### src/rtl/id_stage_pipe_pkg.sv
// id_stage_pipe_pkg: opcode/funct constants, ALU codes and the instruction decoder shared by the ID stage.
package id_stage_pipe_pkg;
  localparam logic [5:0] OP_ORI = 6'b001101, OP_ANDI = 6'b001100, OP_XORI = 6'b001110;
  localparam logic [5:0] OP_LUI = 6'b001111, OP_SPECIAL = 6'b000000, OP_LW = 6'b100011;
  localparam logic [5:0] FN_AND = 6'b100100, FN_OR = 6'b100101, FN_XOR = 6'b100110, FN_NOR = 6'b100111;
  localparam logic [5:0] FN_SLL = 6'b000000, FN_SRL = 6'b000010, FN_SRA = 6'b000011;
  localparam logic [31:0] ZERO_WORD = 32'h0;
  localparam logic [4:0] NOP_REG_ADDR = 5'h0;
  typedef enum logic [7:0] {
    ALU_NOP = 8'h00, ALU_AND = 8'h24, ALU_OR = 8'h25, ALU_XOR = 8'h26, ALU_NOR = 8'h27,
    ALU_SLL = 8'h7c, ALU_SRL = 8'h02, ALU_SRA = 8'h03, ALU_LW = 8'he3
  } aluop_e;
  typedef enum logic [2:0] {SEL_NOP = 3'd0, SEL_LOGIC = 3'd1, SEL_SHIFT = 3'd2, SEL_LOAD = 3'd3} alusel_e;
  typedef struct packed {
    logic        valid;
    logic        re1;
    logic        re2;
    logic [4:0]  wd;
    aluop_e      aluop;
    alusel_e     alusel;
    logic [31:0] imm;
  } dec_t;
  // imm doubles as the reg1 operand for shifts (sa) and the reg2 operand for I-type
  function automatic dec_t decode(input logic [31:0] inst);
    dec_t d;
    d = '{valid: 1'b0, re1: 1'b0, re2: 1'b0, wd: NOP_REG_ADDR, aluop: ALU_NOP, alusel: SEL_NOP, imm: ZERO_WORD};
    case (inst[31:26])
      OP_ORI, OP_ANDI, OP_XORI, OP_LUI: begin
        d.valid  = 1'b1;
        d.re1    = 1'b1;
        d.wd     = inst[20:16];
        d.alusel = SEL_LOGIC;
        d.aluop  = inst[31:26] == OP_ANDI ? ALU_AND : inst[31:26] == OP_XORI ? ALU_XOR : ALU_OR;
        d.imm    = inst[31:26] == OP_LUI ? {inst[15:0], 16'h0} : {16'h0, inst[15:0]};
      end
      OP_LW: begin
        d.valid  = 1'b1;
        d.re1    = 1'b1;
        d.wd     = inst[20:16];
        d.alusel = SEL_LOAD;
        d.aluop  = ALU_LW;
        d.imm    = {{16{inst[15]}}, inst[15:0]};
      end
      OP_SPECIAL: begin
        case (inst[5:0])
          FN_AND, FN_OR, FN_XOR, FN_NOR: begin
            d.valid  = 1'b1;
            d.re1    = 1'b1;
            d.re2    = 1'b1;
            d.wd     = inst[15:11];
            d.alusel = SEL_LOGIC;
            d.aluop  = inst[5:0] == FN_AND ? ALU_AND : inst[5:0] == FN_OR ? ALU_OR :
                       inst[5:0] == FN_XOR ? ALU_XOR : ALU_NOR;
          end
          FN_SLL, FN_SRL, FN_SRA: begin
            d.valid  = 1'b1;
            d.re2    = 1'b1;
            d.wd     = inst[15:11];
            d.alusel = SEL_SHIFT;
            d.aluop  = inst[5:0] == FN_SLL ? ALU_SLL : inst[5:0] == FN_SRL ? ALU_SRL : ALU_SRA;
            d.imm    = {27'h0, inst[10:6]};
          end
          default: ;
        endcase
      end
      default: ;
    endcase
    return d;
  endfunction
endpackage

### src/rtl/id_stage_pipe_operand_mux.sv
// id_operand_mux: one source-operand port; immediate, $0, EX bypass, MEM bypass, then register file.
module id_operand_mux
  import id_stage_pipe_pkg::*;
#(
  parameter int DATA_W = 32,
  parameter int REG_AW = 5
) (
  input  logic              re,
  input  logic [REG_AW-1:0] addr,
  input  logic [DATA_W-1:0] imm,
  input  logic [DATA_W-1:0] rf_data,
  input  logic              ex_wreg,
  input  logic [REG_AW-1:0] ex_wd,
  input  logic [DATA_W-1:0] ex_wdata,
  input  logic              mem_wreg,
  input  logic [REG_AW-1:0] mem_wd,
  input  logic [DATA_W-1:0] mem_wdata,
  output logic [DATA_W-1:0] data
);
  assign data = !re ? imm :
                addr == '0 ? DATA_W'(ZERO_WORD) :
                ex_wreg && ex_wd == addr ? ex_wdata :
                mem_wreg && mem_wd == addr ? mem_wdata : rf_data;
endmodule

### src/rtl/id_stage_pipe.sv
// id_stage_pipe: MIPS ID stage; decode, operand bypass, load-use stall detect and the ID/EX register.
module id_stage_pipe
  import id_stage_pipe_pkg::*;
#(
  parameter int DATA_W   = 32,
  parameter int REG_AW   = 5,
  parameter int ALUOP_W  = 8,
  parameter int ALUSEL_W = 3
) (
  input  logic                clk,
  input  logic                rst,
  input  logic [DATA_W-1:0]   pc_i,
  input  logic [31:0]         inst_i,
  input  logic                inst_valid_i,
  input  logic [DATA_W-1:0]   reg1_data_i,
  input  logic [DATA_W-1:0]   reg2_data_i,
  output logic                reg1_read_o,
  output logic                reg2_read_o,
  output logic [REG_AW-1:0]   reg1_addr_o,
  output logic [REG_AW-1:0]   reg2_addr_o,
  input  logic                ex_wreg_i,
  input  logic [REG_AW-1:0]   ex_wd_i,
  input  logic [DATA_W-1:0]   ex_wdata_i,
  input  logic                ex_is_load_i,
  input  logic                mem_wreg_i,
  input  logic [REG_AW-1:0]   mem_wd_i,
  input  logic [DATA_W-1:0]   mem_wdata_i,
  input  logic                stall_i,
  input  logic                flush_i,
  output logic                stall_req_o,
  output logic [ALUOP_W-1:0]  ex_aluop_o,
  output logic [ALUSEL_W-1:0] ex_alusel_o,
  output logic [DATA_W-1:0]   ex_reg1_o,
  output logic [DATA_W-1:0]   ex_reg2_o,
  output logic [REG_AW-1:0]   ex_wd_o,
  output logic                ex_wreg_o,
  output logic [DATA_W-1:0]   ex_pc_o,
  output logic                ex_valid_o,
  output logic                invalid_inst_o
);
  dec_t              d;
  logic [DATA_W-1:0] imm, op1, op2;
  logic              take, load, bad;
  assign d           = decode(inst_i);
  assign imm         = DATA_W'(d.imm);
  assign reg1_read_o = d.re1;
  assign reg2_read_o = d.re2;
  assign reg1_addr_o = REG_AW'(inst_i[25:21]);
  assign reg2_addr_o = REG_AW'(inst_i[20:16]);
  assign stall_req_o = inst_valid_i & ex_is_load_i & ex_wreg_i & (ex_wd_i != '0) &
                       ((d.re1 & (reg1_addr_o == ex_wd_i)) | (d.re2 & (reg2_addr_o == ex_wd_i)));
  assign take = !flush_i && !stall_req_o && inst_valid_i;
  assign load = take && d.valid;
  assign bad  = take && !d.valid;
  id_operand_mux #(.DATA_W(DATA_W), .REG_AW(REG_AW)) u_mux1 (
    .re(d.re1), .addr(reg1_addr_o), .imm(imm), .rf_data(reg1_data_i),
    .ex_wreg(ex_wreg_i), .ex_wd(ex_wd_i), .ex_wdata(ex_wdata_i),
    .mem_wreg(mem_wreg_i), .mem_wd(mem_wd_i), .mem_wdata(mem_wdata_i), .data(op1)
  );
  id_operand_mux #(.DATA_W(DATA_W), .REG_AW(REG_AW)) u_mux2 (
    .re(d.re2), .addr(reg2_addr_o), .imm(imm), .rf_data(reg2_data_i),
    .ex_wreg(ex_wreg_i), .ex_wd(ex_wd_i), .ex_wdata(ex_wdata_i),
    .mem_wreg(mem_wreg_i), .mem_wd(mem_wd_i), .mem_wdata(mem_wdata_i), .data(op2)
  );
  // flush overrides a downstream hold; anything not loaded becomes a bubble
  always_ff @(posedge clk) begin
    if (!rst) begin
      ex_valid_o     <= 1'b0;
      ex_aluop_o     <= ALUOP_W'(ALU_NOP);
      ex_alusel_o    <= ALUSEL_W'(SEL_NOP);
      ex_reg1_o      <= '0;
      ex_reg2_o      <= '0;
      ex_wd_o        <= '0;
      ex_wreg_o      <= 1'b0;
      ex_pc_o        <= '0;
      invalid_inst_o <= 1'b0;
    end else if (flush_i || !stall_i) begin
      ex_valid_o     <= load;
      ex_aluop_o     <= load ? ALUOP_W'(d.aluop) : ALUOP_W'(ALU_NOP);
      ex_alusel_o    <= load ? ALUSEL_W'(d.alusel) : ALUSEL_W'(SEL_NOP);
      ex_reg1_o      <= load ? op1 : '0;
      ex_reg2_o      <= load ? op2 : '0;
      ex_wd_o        <= load ? REG_AW'(d.wd) : '0;
      ex_wreg_o      <= load && d.wd != NOP_REG_ADDR;
      ex_pc_o        <= pc_i;
      invalid_inst_o <= bad;
    end else begin
      invalid_inst_o <= 1'b0;
    end
  end
endmodule
### config.mk
export PLATFORM = sky130hd
export DESIGN_NAME = id_stage_pipe
export DESIGN_NICKNAME = d
export VERILOG_FILES = /design/src/rtl/id_stage_pipe_pkg.sv /design/src/rtl/id_stage_pipe_operand_mux.sv /design/src/rtl/id_stage_pipe.sv
export SDC_FILE = /design/constraint.sdc
export NUM_CORES = 1
export LEC_CHECK = 0
export CORE_MARGIN = 8
export CORE_UTILIZATION = 43
export CTS_BUF_LIST = sky130_fd_sc_hd__clkbuf_4 sky130_fd_sc_hd__clkbuf_8 sky130_fd_sc_hd__clkbuf_16
export DETAILED_ROUTE_END_ITERATION = 16
export GPL_ROUTABILITY_DRIVEN = 0
export GPL_TIMING_DRIVEN = 0
export PLACE_DENSITY = 0.87
export SETUP_SLACK_MARGIN = 0.02
export SYNTH_ARGS = -nofsm -noshare
export SYNTH_HDL_FRONTEND = slang
export SYNTH_SLANG_ARGS = --single-unit
### constraint.sdc
create_clock -name clk -period 2.91 [get_ports clk]
set_input_delay 0.4365 -clock clk [delete_from_list [all_inputs] [get_ports clk]]
set_output_delay 0.4365 -clock clk [all_outputs]
set_load 0.05 [all_outputs]
# ---- Word level (Yosys, flattened, before mapping)
# Index checks and enable logic that the tools add are counted.
dict set report totals {
  in_bits 210
  output_inout_bits 128
  ff_bits 115
}
dict set report classes {
  n_eq_ne 17
  muxes 28
  n_bitwise 7
  reduce_logical 26
}
# cell n
set op_table {}
lappend op_table {{$mux W32} 11}
lappend op_table {{$pmux W48 S3} 1}
lappend op_table {{$pmux W17 S2} 1}
lappend op_table {{$eq A5 B5 Y1} 6}
lappend op_table {{$eq A6 B6 Y1 const B} 5}
lappend op_table {{$eq A6 B4 Y1 const B} 4}
lappend op_table {{$eq A6 B2 Y1 const B} 2}
lappend op_table {{$logic_not A6 Y1} 2}
lappend op_table {{$logic_not A5 Y1} 2}
lappend op_table {{$mux W5} 2}
lappend op_table {{$reduce_bool A5 Y1} 2}
lappend op_table {{$logic_and A1 B1 Y1} 9}
lappend op_table {{$mux W2} 4}
lappend op_table {{$mux W8} 1}
lappend op_table {{$reduce_or A4 Y1} 2}
lappend op_table {{$mux W7} 1}
lappend op_table {{$reduce_or A7 Y1} 1}
lappend op_table {{$and A1 B1 Y1} 6}
lappend op_table {{$mux W1} 5}
lappend op_table {{$reduce_or A5 Y1} 1}
lappend op_table {{$logic_not A1 Y1} 4}
lappend op_table {{$pmux W2 S2} 1}
lappend op_table {{$mux W3} 1}
lappend op_table {{$reduce_or A3 Y1} 1}
lappend op_table {{other kinds (3)} 3}

# ---- Depth between registers and ports, before layout
dict set report depth {
  depth_word 14
  mapped_depth 8
  mapped_depth_nobuf 6
}

# ---- Hierarchy
# A second synthesis with hierarchy kept.
dict set report hier_totals {
  cells_unflattened 951
  area_unflattened_um2 7487.2
}
# mod cells_each instances area_per_inst_um2 seq_area_each_um2
set modules_own_cells {}
lappend modules_own_cells {id_stage_pipe 633 1 5247.5 2262.2}
lappend modules_own_cells {id_operand_mux 159 2 1119.8 0.0}

# ---- Least setup slack after synthesis
# No wires, ideal clock.
dict set report synth_timing {
  kind {input -> output}
  from {in inst_i[27]}
  to {out stall_req_o}
  setup_slack_ns 0.762
  arrival_ns 1.712
  required_ns 2.474
  stages 5
  path_cell_list {nor4_4 > nand2_4 > nor4_4 > o21ai_4 > inv_1}
}
dict set report synth_between {
  elab_chain_cells 6
  word_cells_on_any_way 13
  classes_between {eq/ne: 5; mux: 2; bitwise: 4; reduce/logical: 2}
}
# element line_no
set synth_rtl {}
lappend synth_rtl {{from (decl)} id_stage_pipe.sv:13} ;# input logic [31:0] inst_i,
lappend synth_rtl {{$eq A6 B4 Y1 / $eq A6 B6 Y1 (equally long branches)} id_stage_pipe_pkg.sv:27} ;# case (inst[31:26])
lappend synth_rtl {{$reduce_or A5 Y1 (no line)} -}
lappend synth_rtl {{$pmux W2 S2} id_stage_pipe_pkg.sv:27}
lappend synth_rtl {{$and A1 B1 Y1} id_stage_pipe.sv:51} ;# ((d.re1 & (reg1_addr_o == ex_wd_i)) | (d.re2 & (reg2_addr_o == ex_wd_i)));
lappend synth_rtl {{$or A1 B1 Y1 (*)} id_stage_pipe.sv:51}
lappend synth_rtl {{$and A1 B1 Y1 (*)} id_stage_pipe.sv:50} ;# assign stall_req_o = inst_valid_i & ex_is_load_i & ex_wreg_i & (ex_wd_i != '0) &
lappend synth_rtl {{to (decl)} id_stage_pipe.sv:30} ;# output logic stall_req_o,
# Mark *: on every way between the ends. The rest lies on a longest branch, timed or not.

# ---- Final worst setup path
dict set report layout_timing {
  from {in inst_i[4]}
  to {out stall_req_o}
}
dict set report layout_between {
  elab_chain_cells 7
  word_cells_on_any_way 17
  classes_between {eq/ne: 6; mux: 4; bitwise: 4; reduce/logical: 3}
}
# element line_no
set layout_rtl {}
lappend layout_rtl {{$eq A6 B6 Y1, or another cell as far along} id_stage_pipe_pkg.sv:45} ;# case (inst[5:0])
lappend layout_rtl {{$reduce_or A4 Y1 / $reduce_or A3 Y1 (equally long branches)} id_stage_pipe_pkg.sv:45}
lappend layout_rtl {{$mux W1 / $pmux W17 S2 (equally long branches)} id_stage_pipe_pkg.sv:45}
lappend layout_rtl {{$pmux W2 S2 / $mux W1 (equally long branches)} id_stage_pipe_pkg.sv:27}
lappend layout_rtl {{$and A1 B1 Y1} id_stage_pipe.sv:51}
lappend layout_rtl {{$or A1 B1 Y1 (*)} id_stage_pipe.sv:51}
lappend layout_rtl {{$and A1 B1 Y1 (*)} id_stage_pipe.sv:50}
# Marks and branches as above.

==> qor.csv <==
metric,value,unit
critical-path maximum fanout,7,
Worst Hold Class,reg2reg,
synthesized cell area,6250,um^2
Syn Nets,995,
Setup Viol. Count Final,0,
Clock transition at path regs,0.05,ns
PwrDens,442,nW/um^2
fin. max-slew vios,0,
synth unique cells,56,
worst skew pair latency,0.41,ns
Post-Syn Area per Cell,7.96,um^2
largest net degree at the start of global routing,17,
vias in the first global route,7730,
Post-CTS Setup Bufs,0,
detailed placement HPWL,24.2,mm
Tcrit/Tclk final,96.7,%
met1 usage,33.9,%
top cell family by delay on the critical path,simple AND/OR/NAND/NOR gates,
total CTS buffers,17,
synthesized instance count,785,
Async SR Flop Fraction,0,%
warnings from Yosys,0,
RSZ-0062 raised after global routing,yes,
Die Area,18600,um^2
Die W,137,um
fill count,1124,
core area,14400,um^2
IO Port Bufs,336,
worst ir drop on vdd,0.378,mV
Slew @ Worst Pin,0.715,ns
placed instance area,9840,um^2
DRT iter0 DRCs,459,
CTS Hold Bufs,0,
Std-Cell Rows,44,
Most Frequent Cell on Critical Path,nor4_4,
drt pass-1 iters,5,
first-pass GRT wire length,43.8,mm
area grow syn2layout,67.4,%
Sink Count,113,
status,"complete, no violations",
Final #Nets,1350,
number of antenna-violating nets in the routed design,0,
Slew headroom,52.1,%
share of layout cells above drive strength 1,7.81,%
clock skew,0,ns
crit path time final,2.81,ns
routed len/inst,22.3,um
Tot GR Track Use,30.8,%
Root Buffer Master,clkbuf_16,
worst-path cell chain,clkdlybuf4s50_1 > nor4_4 > nand2_4 > nor4_4 > o21ai_4 > inv_1 > clkbuf_4,
#FFs+latches synth,113,
"Top FF cell, synth",dfxtp_1,
GR peak layer,met2,
CTS Buffer Depth,2,
CTS H-tree lvls,4,
storage element area,2260,um^2
f_max,0.355,GHz
Critical Path End Type,output pin,
delay of the slowest critical-path stage,0.53,ns
"most common cell after layout, fill and taps aside",clkdlybuf4s50_1,
via/cell ratio,5.72,
final number of hold-violating endpoints,0,
most frequent cells in the layout,"clkdlybuf4s50_1 (332), nand2_1 (186), dfxtp_1 (113)",
Pleak,0.00381,uW
Setup TNS Final,0,ns
initial antenna violation count,1,
Worst EP arrival,2.38,ns
register area share after synthesis,36.2,%
height of the die,137,um
Buffers & Inverters on Critical Path,3,
residual DRC count,0,
multi-input logic area,3620,um^2
Worst Path Required,2.47,ns
I/O pin cnt,338,
met3 usage,10.1,%
via count,7651,
Starting Density,43.5,%
final instance area,10500,um^2
Post-synth EDFFs,0,
WL final,29.8,mm
grt met2 use,53.1,%
Worst Setup Path Type,in2out,
CTS tree,yes,
grt ovf,0,
Startpoint Class,input pin,
crit path max-delay cell type,clkdlybuf4s50_1,
# Max-Cap Violations,0,
routing by layer:
| metal | vias to the layer above | share of wire, % | routed length (um) |
|---|---|---|---|
| met5 | - | 0 | 0 |
| met1 | 3513 | 37 | 11000 |
| met2 | 486 | 48 | 14200 |
| met4 | 0 | 4.2 | 1250 |
| li1 | 3564 | - | - |
| met3 | 88 | 11 | 3270 |
path summary, 6_finish.rpt:
kind	cells after the start	slack (ns)	endpoint	from
setup / recovery	7	0.1	stall_req_o	inst_i[4]
hold / removal	2	0.45	ex_reg1_o[14]	ex_reg1_o[14]
setup reg to reg	3	2.23	ex_reg2_o[31]	ex_reg2_o[31]
hold reg to reg	2	0.45	ex_reg1_o[14]	ex_reg1_o[14]
what timing repair did:
item,in CTS,in global routing
resized for setup,8,5
pin swaps,0,2
endpoints found under the setup margin,3,9
area by class of cell:
class	count	area share [%]
multi-input combinational	598	34.6
timing repair buffer	336	32.1
sequential	113	21.6
clock buffer	25	4.94
buffer	70	3.39
tap	184	2.20
clock inverter	7	0.945
inverter	4	0.144
antenna	1	0.0239
logic make-up (layout without fill, tap and decap cells):
group	count (synthesis)	count (layout)	share of synthesized area, %
flops	113	113	36.2
simple gates	298	298	23.5
other cells	1	2	0.0600
xor+xnor	20	20	2.80
buf+inv	74	442	5.91
compound gates	276	276	31.0
mux	3	3	0.521
tightest hold or removal path, cell delays in order (launching register included):
cell and delay [ns]:
dfxtp_1 0.31, nand2_1 0.05, o21ai_1 0.05
sequential cells by signal (all words and copies together) (netlist names), 2 cells and up:
signal and flops:
ex_reg2_o 32, ex_alusel_o 2, ex_aluop_o 7, ex_reg1_o 32, ex_wd_o 5, ex_pc_o 32
metrics by stage:
stage / std cells / hold slack (ns) / total power, uW / setup WS [ns] / utilization (%)
after floorplan: 785 / 0.584 / 2000 / 0.762 / -
after global placement: 1305 / 0.432 / 2490 / -0.517 / 68.5
after detailed placement: 1305 / 0.439 / 2500 / -0.487 / 68.5
after CTS: 1337 / 0.446 / 4640 / 0.0720 / 72.7
after global routing: 1338 / 0.466 / 4770 / 0.0133 / 72.8
final: 1338 / 0.446 / 4630 / 0.0963 / 72.8
power breakdown:
| group | internal [uW] | leakage, uW | total, uW | switching [uW] |
|---|---|---|---|---|
| Sequential | 1580 | 0.000918 | 1590 | 14.6 |
| Combinational | 432 | 0.00260 | 886 | 454 |
| Clock | 1400 | 0.000292 | 2150 | 746 |
Yosys cell counts, drive strengths merged (9+ instances only):
library cell	instances	share of area, %
nand2	188	11
dfxtp	113	36
o21ai	73	6.1
clkbuf	39	2.3
a21oi	35	2.9
a21boi	32	3.8
buf	31	3.3
a221oi	29	4.1
o2bb2ai	25	3.5
a211oi	21	2.6
nor2	20	1.3
o31ai	20	2.4
a22o	17	2.4
and2	17	1.7
nor3	15	1.6
or3	15	1.5
xnor2	15	2.1
and3	13	1.3
a2bb2oi	12	1.7
nand3	9	0.88
Note: power is estimated with default switching activity, not from simulation.
